[src/rtl/fifo_pkg.sv]
// Shared sizing helpers and status bundle type for the parametrised single-clock FIFO.
package fifo_pkg;

   function automatic int ptr_w(input int depth);
      return (depth > 1) ? $clog2(depth) : 1;
   endfunction

   function automatic int cnt_w(input int depth);
      return ptr_w(depth) + 1;
   endfunction

   function automatic bit is_pow2(input int v);
      return (v > 0) && ((v & (v - 1)) == 0);
   endfunction

   typedef struct packed {
      logic full;
      logic empty;
      logic almost_full;
      logic almost_empty;
      logic overflow;
      logic underflow;
   } fifo_status_t;

endpackage

[src/rtl/fifo_mem_2p.sv]
// Simple dual-port RAM: one write port, one registered read port; storage is never reset.
module fifo_mem_2p
   import fifo_pkg::*;
#(
   parameter int WIDTH = 8,
   parameter int DEPTH = 16
) (
   input  logic                      clk,
   input  logic                      rst,
   input  logic                      we,
   input  logic [ptr_w(DEPTH)-1:0]   waddr,
   input  logic [WIDTH-1:0]          wdata,
   input  logic                      re,
   input  logic [ptr_w(DEPTH)-1:0]   raddr,
   output logic [WIDTH-1:0]          rdata
);

   logic [WIDTH-1:0] mem [DEPTH];

   always_ff @(posedge clk) begin
      if (we) mem[waddr] <= wdata;
   end

   // Only the output register is reset; it holds its value when no read is accepted.
   always_ff @(posedge clk or negedge rst) begin
      if (!rst)    rdata <= '0;
      else if (re) rdata <= mem[raddr];
   end

endmodule

[src/rtl/sync_fifo_param.sv]
// Parametrised single-clock FIFO: pointers, occupancy, threshold/error flags and flush control.
module sync_fifo_param
   import fifo_pkg::*;
#(
   parameter int WIDTH    = 8,
   parameter int DEPTH    = 16,
   parameter int AF_LEVEL = 14,
   parameter int AE_LEVEL = 2
) (
   input  logic                      clk,
   input  logic                      rst,
   input  logic                      clr,
   input  logic                      wr,
   input  logic [WIDTH-1:0]          dataIn,
   input  logic                      rd,
   output logic [WIDTH-1:0]          dataOut,
   output logic                      data_valid,
   output logic                      full,
   output logic                      empty,
   output logic                      almost_full,
   output logic                      almost_empty,
   output logic [cnt_w(DEPTH)-1:0]   count,
   output logic                      overflow,
   output logic                      underflow
);

   localparam int PTR_W = ptr_w(DEPTH);
   localparam int CNT_W = cnt_w(DEPTH);
   localparam logic [CNT_W-1:0] DEPTH_C = CNT_W'(DEPTH);
   localparam logic [CNT_W-1:0] AF_C    = CNT_W'(AF_LEVEL);
   localparam logic [CNT_W-1:0] AE_C    = CNT_W'(AE_LEVEL);

   generate
      if (!is_pow2(DEPTH) || DEPTH < 4)
         $fatal(1, "sync_fifo_param: DEPTH must be a power of 2 and >= 4");
      if (AF_LEVEL < 1 || AF_LEVEL > DEPTH)
         $fatal(1, "sync_fifo_param: AF_LEVEL out of range 1..DEPTH");
      if (AE_LEVEL < 0 || AE_LEVEL > DEPTH - 1)
         $fatal(1, "sync_fifo_param: AE_LEVEL out of range 0..DEPTH-1");
      if (WIDTH < 1)
         $fatal(1, "sync_fifo_param: WIDTH must be >= 1");
   endgenerate

   logic [PTR_W-1:0] wrptr, rdptr;
   logic [CNT_W-1:0] cnt_q;
   logic             ovf_q, unf_q, dv_q;
   logic             rd_acc, wr_acc;
   fifo_status_t     st;

   always_comb begin
      st              = '0;
      st.full         = (cnt_q == DEPTH_C);
      st.empty        = (cnt_q == '0);
      st.almost_full  = (cnt_q >= AF_C);
      st.almost_empty = (cnt_q <= AE_C);
      st.overflow     = ovf_q;
      st.underflow    = unf_q;
   end

   // A read frees a slot in the same edge, so a full FIFO still accepts a write alongside it.
   always_comb begin
      rd_acc = rd & ~st.empty & ~clr;
      wr_acc = wr & (~st.full | rd_acc) & ~clr;
   end

   always_ff @(posedge clk or negedge rst) begin
      if (!rst) begin
         wrptr <= '0;
         rdptr <= '0;
         cnt_q <= '0;
         ovf_q <= 1'b0;
         unf_q <= 1'b0;
         dv_q  <= 1'b0;
      end else if (clr) begin
         wrptr <= '0;
         rdptr <= '0;
         cnt_q <= '0;
         ovf_q <= 1'b0;
         unf_q <= 1'b0;
         dv_q  <= 1'b0;
      end else begin
         if (wr_acc) wrptr <= wrptr + PTR_W'(1);
         if (rd_acc) rdptr <= rdptr + PTR_W'(1);
         case ({wr_acc, rd_acc})
            2'b10:   cnt_q <= cnt_q + CNT_W'(1);
            2'b01:   cnt_q <= cnt_q - CNT_W'(1);
            default: cnt_q <= cnt_q;
         endcase
         if (wr & st.full & ~rd) ovf_q <= 1'b1;
         if (rd & st.empty)      unf_q <= 1'b1;
         dv_q <= rd_acc;
      end
   end

   fifo_mem_2p #(
      .WIDTH (WIDTH),
      .DEPTH (DEPTH)
   ) u_mem (
      .clk   (clk),
      .rst   (rst),
      .we    (wr_acc),
      .waddr (wrptr),
      .wdata (dataIn),
      .re    (rd_acc),
      .raddr (rdptr),
      .rdata (dataOut)
   );

   assign data_valid   = dv_q;
   assign count        = cnt_q;
   assign full         = st.full;
   assign empty        = st.empty;
   assign almost_full  = st.almost_full;
   assign almost_empty = st.almost_empty;
   assign overflow     = st.overflow;
   assign underflow    = st.underflow;

endmodule

[config.mk]
export PLATFORM = sky130hd
export DESIGN_NAME = sync_fifo_param
export DESIGN_NICKNAME = d
export VERILOG_FILES = /design/src/rtl/fifo_pkg.sv /design/src/rtl/fifo_mem_2p.sv /design/src/rtl/sync_fifo_param.sv
export SDC_FILE = /design/constraint.sdc
export NUM_CORES = 1
export LEC_CHECK = 0
export BUFFER_PORTS_ARGS = -buffer_cell sky130_fd_sc_hd__buf_2
export CORE_MARGIN = 5
export CORE_UTILIZATION = 55
export CTS_CLUSTER_SIZE = 12
export DETAILED_ROUTE_END_ITERATION = 10
export GPL_TIMING_DRIVEN = 0
export PLACE_DENSITY = 0.8
export SYNTH_ARGS = -nofsm -noshare
export SYNTH_HDL_FRONTEND = slang
export SYNTH_HIERARCHICAL = 1
export SYNTH_SLANG_ARGS = --single-unit
[constraint.sdc]
create_clock -name clk -period 2.8 [get_ports clk]
set_input_delay 0 -clock clk [delete_from_list [all_inputs] [get_ports clk]]
set_output_delay 0 -clock clk [all_outputs]
set_load 0.02 [all_outputs]
# == Word-level counts from Yosys, hierarchy flattened ==
# Memory sizes are Yosys's and may differ from the RTL's. A register that Yosys moved wholly into a read port is not among the register bits.
# Index checks and enable logic that the tools add are counted.
# Widths: inputs -> output; s select.
# classes
n_addsub,4
magnitude_cmp,2
n_eq_ne,3
n_mux,13
n_bitwise,12
reduce_logical,7
# ops
operator,count
$mux 4,4
$pmux 5 s2,1
$add 4x1->4 const B,2
$reduce_bool 2->1,4
$and 1x1->1,7
$mux 1,7
$add 5x1->5 const B,1
$eq 5x5->1 const B,1
$ge 5x4->1 const B,1
$le 5x2->1 const B,1
$logic_not 5->1,1
$mux 5,1
$sub 5x1->5 const B,1
$not 1->1,4
$reduce_bool 3->1,1
$eq 2x1->1 const B,1
$eq 2x2->1 const B,1
$logic_not 1->1,1
$or 1x1->1,1
# word_totals
regBits,16
mem_bits_rw,128
inputBits,13
out_inout_bits,20
word_cells,48
mem_count,1
# mem_list
memory,words,width,rd,rd_ports_with_merged_regs,write_ports,line,source
u_mem.mem,16,8,1,1,1,fifo_mem_2p.sv:18,logic [WIDTH-1:0] mem [DEPTH];

# == Depth between registers and ports, before layout ==
# logic_depth
depth_word,10
ltp_mapped,10
ltp_nobuf,9

# == Cells and area by module ==
# Netlist, hierarchy kept.
# modules_own_cells
module,n_inst,cells_each,area_per_inst_um2,seq_area_each_um2
fifo_mem_2p,1,240,5331.4,4043.9
sync_fifo_param,1,103,1021.0,400.4

# == Worst setup path before layout ==
# OpenSTA, ideal clock, no wires.
# synth_path
path_type,register to register
from,"register cnt_q[4], in the netlist count[4]"
to,"memory u_mem.mem[0][0], enable pin"
setup_time_ns,0.383
t_arrival_ns,2.350
required_time_ns,2.417
slack_ns,0.067
stages_incl_launch_ff,6
path_buffers,1
period_less_slack_ns,2.733
path_cell_list,dfrtp_1 -> clkbuf_1 -> a31oi_1 -> and2_1 -> or3b_2 -> nor3_1
# synth_between
elab_chain_cells,9
elab_cells_between_ends,11
classes_between,eq/ne: 1; mux: 2; bitwise: 7; reduce/logical: 1
# synth_lines
element,line,source
from (decl),sync_fifo_param.sv:45,logic [CNT_W-1:0] cnt_q;
from (signal assigned),sync_fifo_param.sv:85,2'b10: cnt_q <= cnt_q + CNT_W'(1);
from (signal assigned),sync_fifo_param.sv:86,2'b01: cnt_q <= cnt_q - CNT_W'(1);
from (signal assigned),sync_fifo_param.sv:87,default: cnt_q <= cnt_q;
$logic_not 5->1,sync_fifo_param.sv:53,st.empty = (cnt_q == '0);
$not 1->1,sync_fifo_param.sv:62,rd_acc = rd & ~st.empty & ~clr;
$and 1x1->1 (2 in series),sync_fifo_param.sv:62,
$or 1x1->1 (*),sync_fifo_param.sv:63,wr_acc = wr & (~st.full | rd_acc) & ~clr;
$and 1x1->1 (*) (2 in series),sync_fifo_param.sv:63,
net wr_acc,sync_fifo_param.sv:47,"logic rd_acc, wr_acc;"
$mux 1 (*),fifo_mem_2p.sv:21,if (we) mem[waddr] <= wdata;
$mux 1 (not written as such) (*),fifo_mem_2p.sv:21,
to (decl),fifo_mem_2p.sv:18,
# The timed path passes the listed nets; every way through them passes the cells marked *.

# == Worst setup path after layout ==
# layout_path
from,"register cnt_q[4], in the netlist count[4]"
to,"memory u_mem.mem[2][7], enable pin"
# The elaborated chain is that of the path after synthesis.

==> key figures <==
Run status
  – Status: finished, violations left
  – Failing checks: negative setup slack

Final layout
  – Util after Layout: around 66%
  – Layout cells sized above 1: 31.2%
  – Most frequent cells in the layout: edfxtp_1 (128), buf_2 (33), mux4_2 (26)
  – Area grow syn2layout: 18.1%
  – NumNets Final: about 420
  – Diode count: 0
  – FILL cells: 740
  – Commonest non-fill, non-tap cell in the layout: edfxtp_1

Drt
  – Via density: about 6
  – DRT Pass-1 Iters: 4
  – Avg WL per Cell: about 22 um
  – DRT antenna net count: 0
  – DR vias: approximately 3400
  – DRC errors left: 0
  – Detailed Route Iter0 Violations: approximately 320
  – WL final: between 10000 and 15000 um

STA
  – Final hold violation count: 0
  – Final min period: approximately 2.9 ns
  – Final period util: 102%
  – RSZ-0062 raised after global routing: yes
  – Pins Over Slew Limit: 0
  – # setup viols final: 8
  – Peak Freq: around 350 MHz
  – Slew HR: 43.2%
  – Final setup margin: -0.0514 ns
  – Slew @ Worst Pin: around 0.85 ns
  – Clock Skew: between 0.008 and 0.009 ns

Floorplanning
  – Die H: 117 um
  – Row cnt: 39
  – Die width: roughly 120 um
  – Starting Density: between 50% and 60%
  – Core ar.: about 11000 um2
  – Die area: about 14000 um2
  – Number of I/O pins: 33

Worst setup path
  – CP peak stage delay: about 0.58 ns
  – CP startpoint: count[4]
  – Crit-path max FO: 10
  – CP endpoint kind: register
  – R2R depth: 5
  – Crit start category: register
  – Required @ worst endpoint: 2.85 ns
  – R2r setup slk: -0.05 ns
  – Critical-path top delay cell: or3b_2
  – Worst EP arrival: ~2.9 ns
  – R2r startpoint: count[4]
  – Reg2reg end: u_mem/mem[2][7]
  – Setup CP Type: reg -> reg
  – Worst path cell trace: clkbuf_1, a31oi_1, and2_1, or3b_2, nor2_2

Clock tree
  – Clock Sinks: between 150 and 200
  – Clk buf depth: 2
  – Clk slew on worst S/H paths: ~0.06 ns
  – Total CTS buffers: 17
  – CTS root buf: clkbuf_16
  – TritonCTS clock tree: built
  – Clk Latency, worst-skew pair: between 0.4 and 0.5 ns
  – Htree depth: 4

Synthesis
  – Netlist Area Pre-Place: 6350 um2
  – Dominant synthesized flop cell: edfxtp_1
  – Ys Warns: 6
  – Cell count after synthesis: around 340
  – Post-synthesis sequential area ratio: roughly 70%
  – #FFs+latches synth: between 150 and 200
  – Average size of a mapped cell: 18.5 um2
  – Post-synth EDFFs: about 130
  – Post-synth ARST share: around 16%
  – Post-synth net total: 362
  – Post-synthesis cell type count: roughly 50

GRT
  – Largest net degree at the start of global routing: 25
  – GRT Resource Usage Total: a little under a fifth
  – Grt ovf: 0
  – First-pass GRT wire length: just under 20000 um
  – Number of global-route vias before repair: roughly 3500
  – Antenna violations before repair: 0

Flow run
  – Max Cap Viol: 0

Worst hold path
  – Hold Crit Class: in -> async

Pwr
  – Peak supply drop: 0.561 mV
  – P per Cell Area: 866 nW/um2
  – PnR Total Power: 0.00650 W
  – Cell leakage power: 2.58 nW

Placed design
  – HPWL after DPL: 7550 um
  – Routability congestion estimate: 0.907
  – Count of buffers from port buffering: 30
## worst max path at each step
stage                       to  depth (start not counted)
2_1_floorplan  u_mem/mem[0][0]                          5
3_3_place_gp   u_mem/mem[0][3]                          5
3_5_place_dp   u_mem/mem[0][3]                          5
4_1_cts        u_mem/mem[1][0]                          5
5_1_grt        u_mem/mem[2][7]                          5
6_report       u_mem/mem[2][7]                          5
## report_power, final
part           total [W]  leakage [nW]  switching (W)  internal (W)
registers        0.00274          1.46       0.000152       0.00259
logic            0.00140         0.829       0.000789      0.000614
clock network    0.00235         0.291       0.000869       0.00148
total            0.00650          2.58        0.00181       0.00469
## final cells by class
type	count	area, um2	share of cell area (%)
well taps	143	179	2.39
plain buffers	19	156	2.09
flip-flops and latches	152	4440	59.2
clock buffers	19	433	5.77
multi-input cells	165	1800	24.0
repair buffers	43	290	3.87
inverters	7	26.3	0.350
clock inverters	12	175	2.34
## logic make-up after synthesis
family	count (synthesis)	share of synthesized area, %
AO/OA/AOI/OAI	37	5.30
XOR/XNOR	6	0.827
adder cells (fa/ha/maj)	6	1.30
buffers and inverters	26	2.88
flip-flops	152	70.0
multiplexers	47	14.2
AND/OR/NAND/NOR	69	5.53
## worst max-delay path: cells and delay by family (launching register included)
family,cells,cell delay (ns)
AOI/OAI and AO/OA,1,0.35
and+or+nand+nor,3,1.36
DFF,1,0.50
buffers and inverters,1,0.26
## routing by layer
metal	up-vias	routed length (um)	track usage, %
li1	1501	-	-
met1	1710	5150	25.2
met2	126	6100	29.4
met3	25	766	4.85
met4	0	257	7.67
met5	-	0	0
## flip-flops by register name, summed over array words and instances (netlist names)
signal / count
count: 5
u_mem/rdata: 8
data_valid: 1
underflow: 1
u_mem/mem: 128
rdptr: 4
wrptr: 4
overflow: 1
## synthesized netlist by cell type, types with 4 or more instances
library cell	n	share of area, %
a21oi_1	4	0.32
mux4_2	26	9.2
buf_1	4	0.24
nor3_1	6	0.47
a221oi_2	8	1.9
nor2_1	36	2.1
buf_6	6	1.1
o22ai_1	7	0.69
edfxtp_1	128	61
mux2i_1	11	1.7
nand2b_1	6	0.59
mux4_1	6	2.5
inv_1	7	0.41
dfrtp_1	24	9.5
ha_1	5	0.98
a31oi_1	4	0.39
## metrics by stage
stage               hold WS (ns)  worst slack, ns  instance area (um2)  std cells  setup TNS (ns)
floorplan                 -0.296           0.0665                 6350        343               0
global placement          0.0175           -0.498                 6680        516           -9.22
detailed placement        0.0337           -0.544                 6680        516          -11.93
CTS                        0.122           -0.199                 7440        559           -3.10
global route               0.155           -0.167                 7500        560           -3.48
finish                     0.104          -0.0514                 7500        560          -0.392
## repair_timing
| action | 4_1_cts | 5_1_grt |
|---|---|---|
| setup endpoints to repair | 56 | 107 |
| hold buffers | 12 | 0 |
| endpoints found under the hold margin | 156 | 0 |
| gates cloned | 0 | 0 |
| buffers inserted | 0 | 1 |
| resized for setup | 6 | 13 |
(Power assumes the default switching activity.)
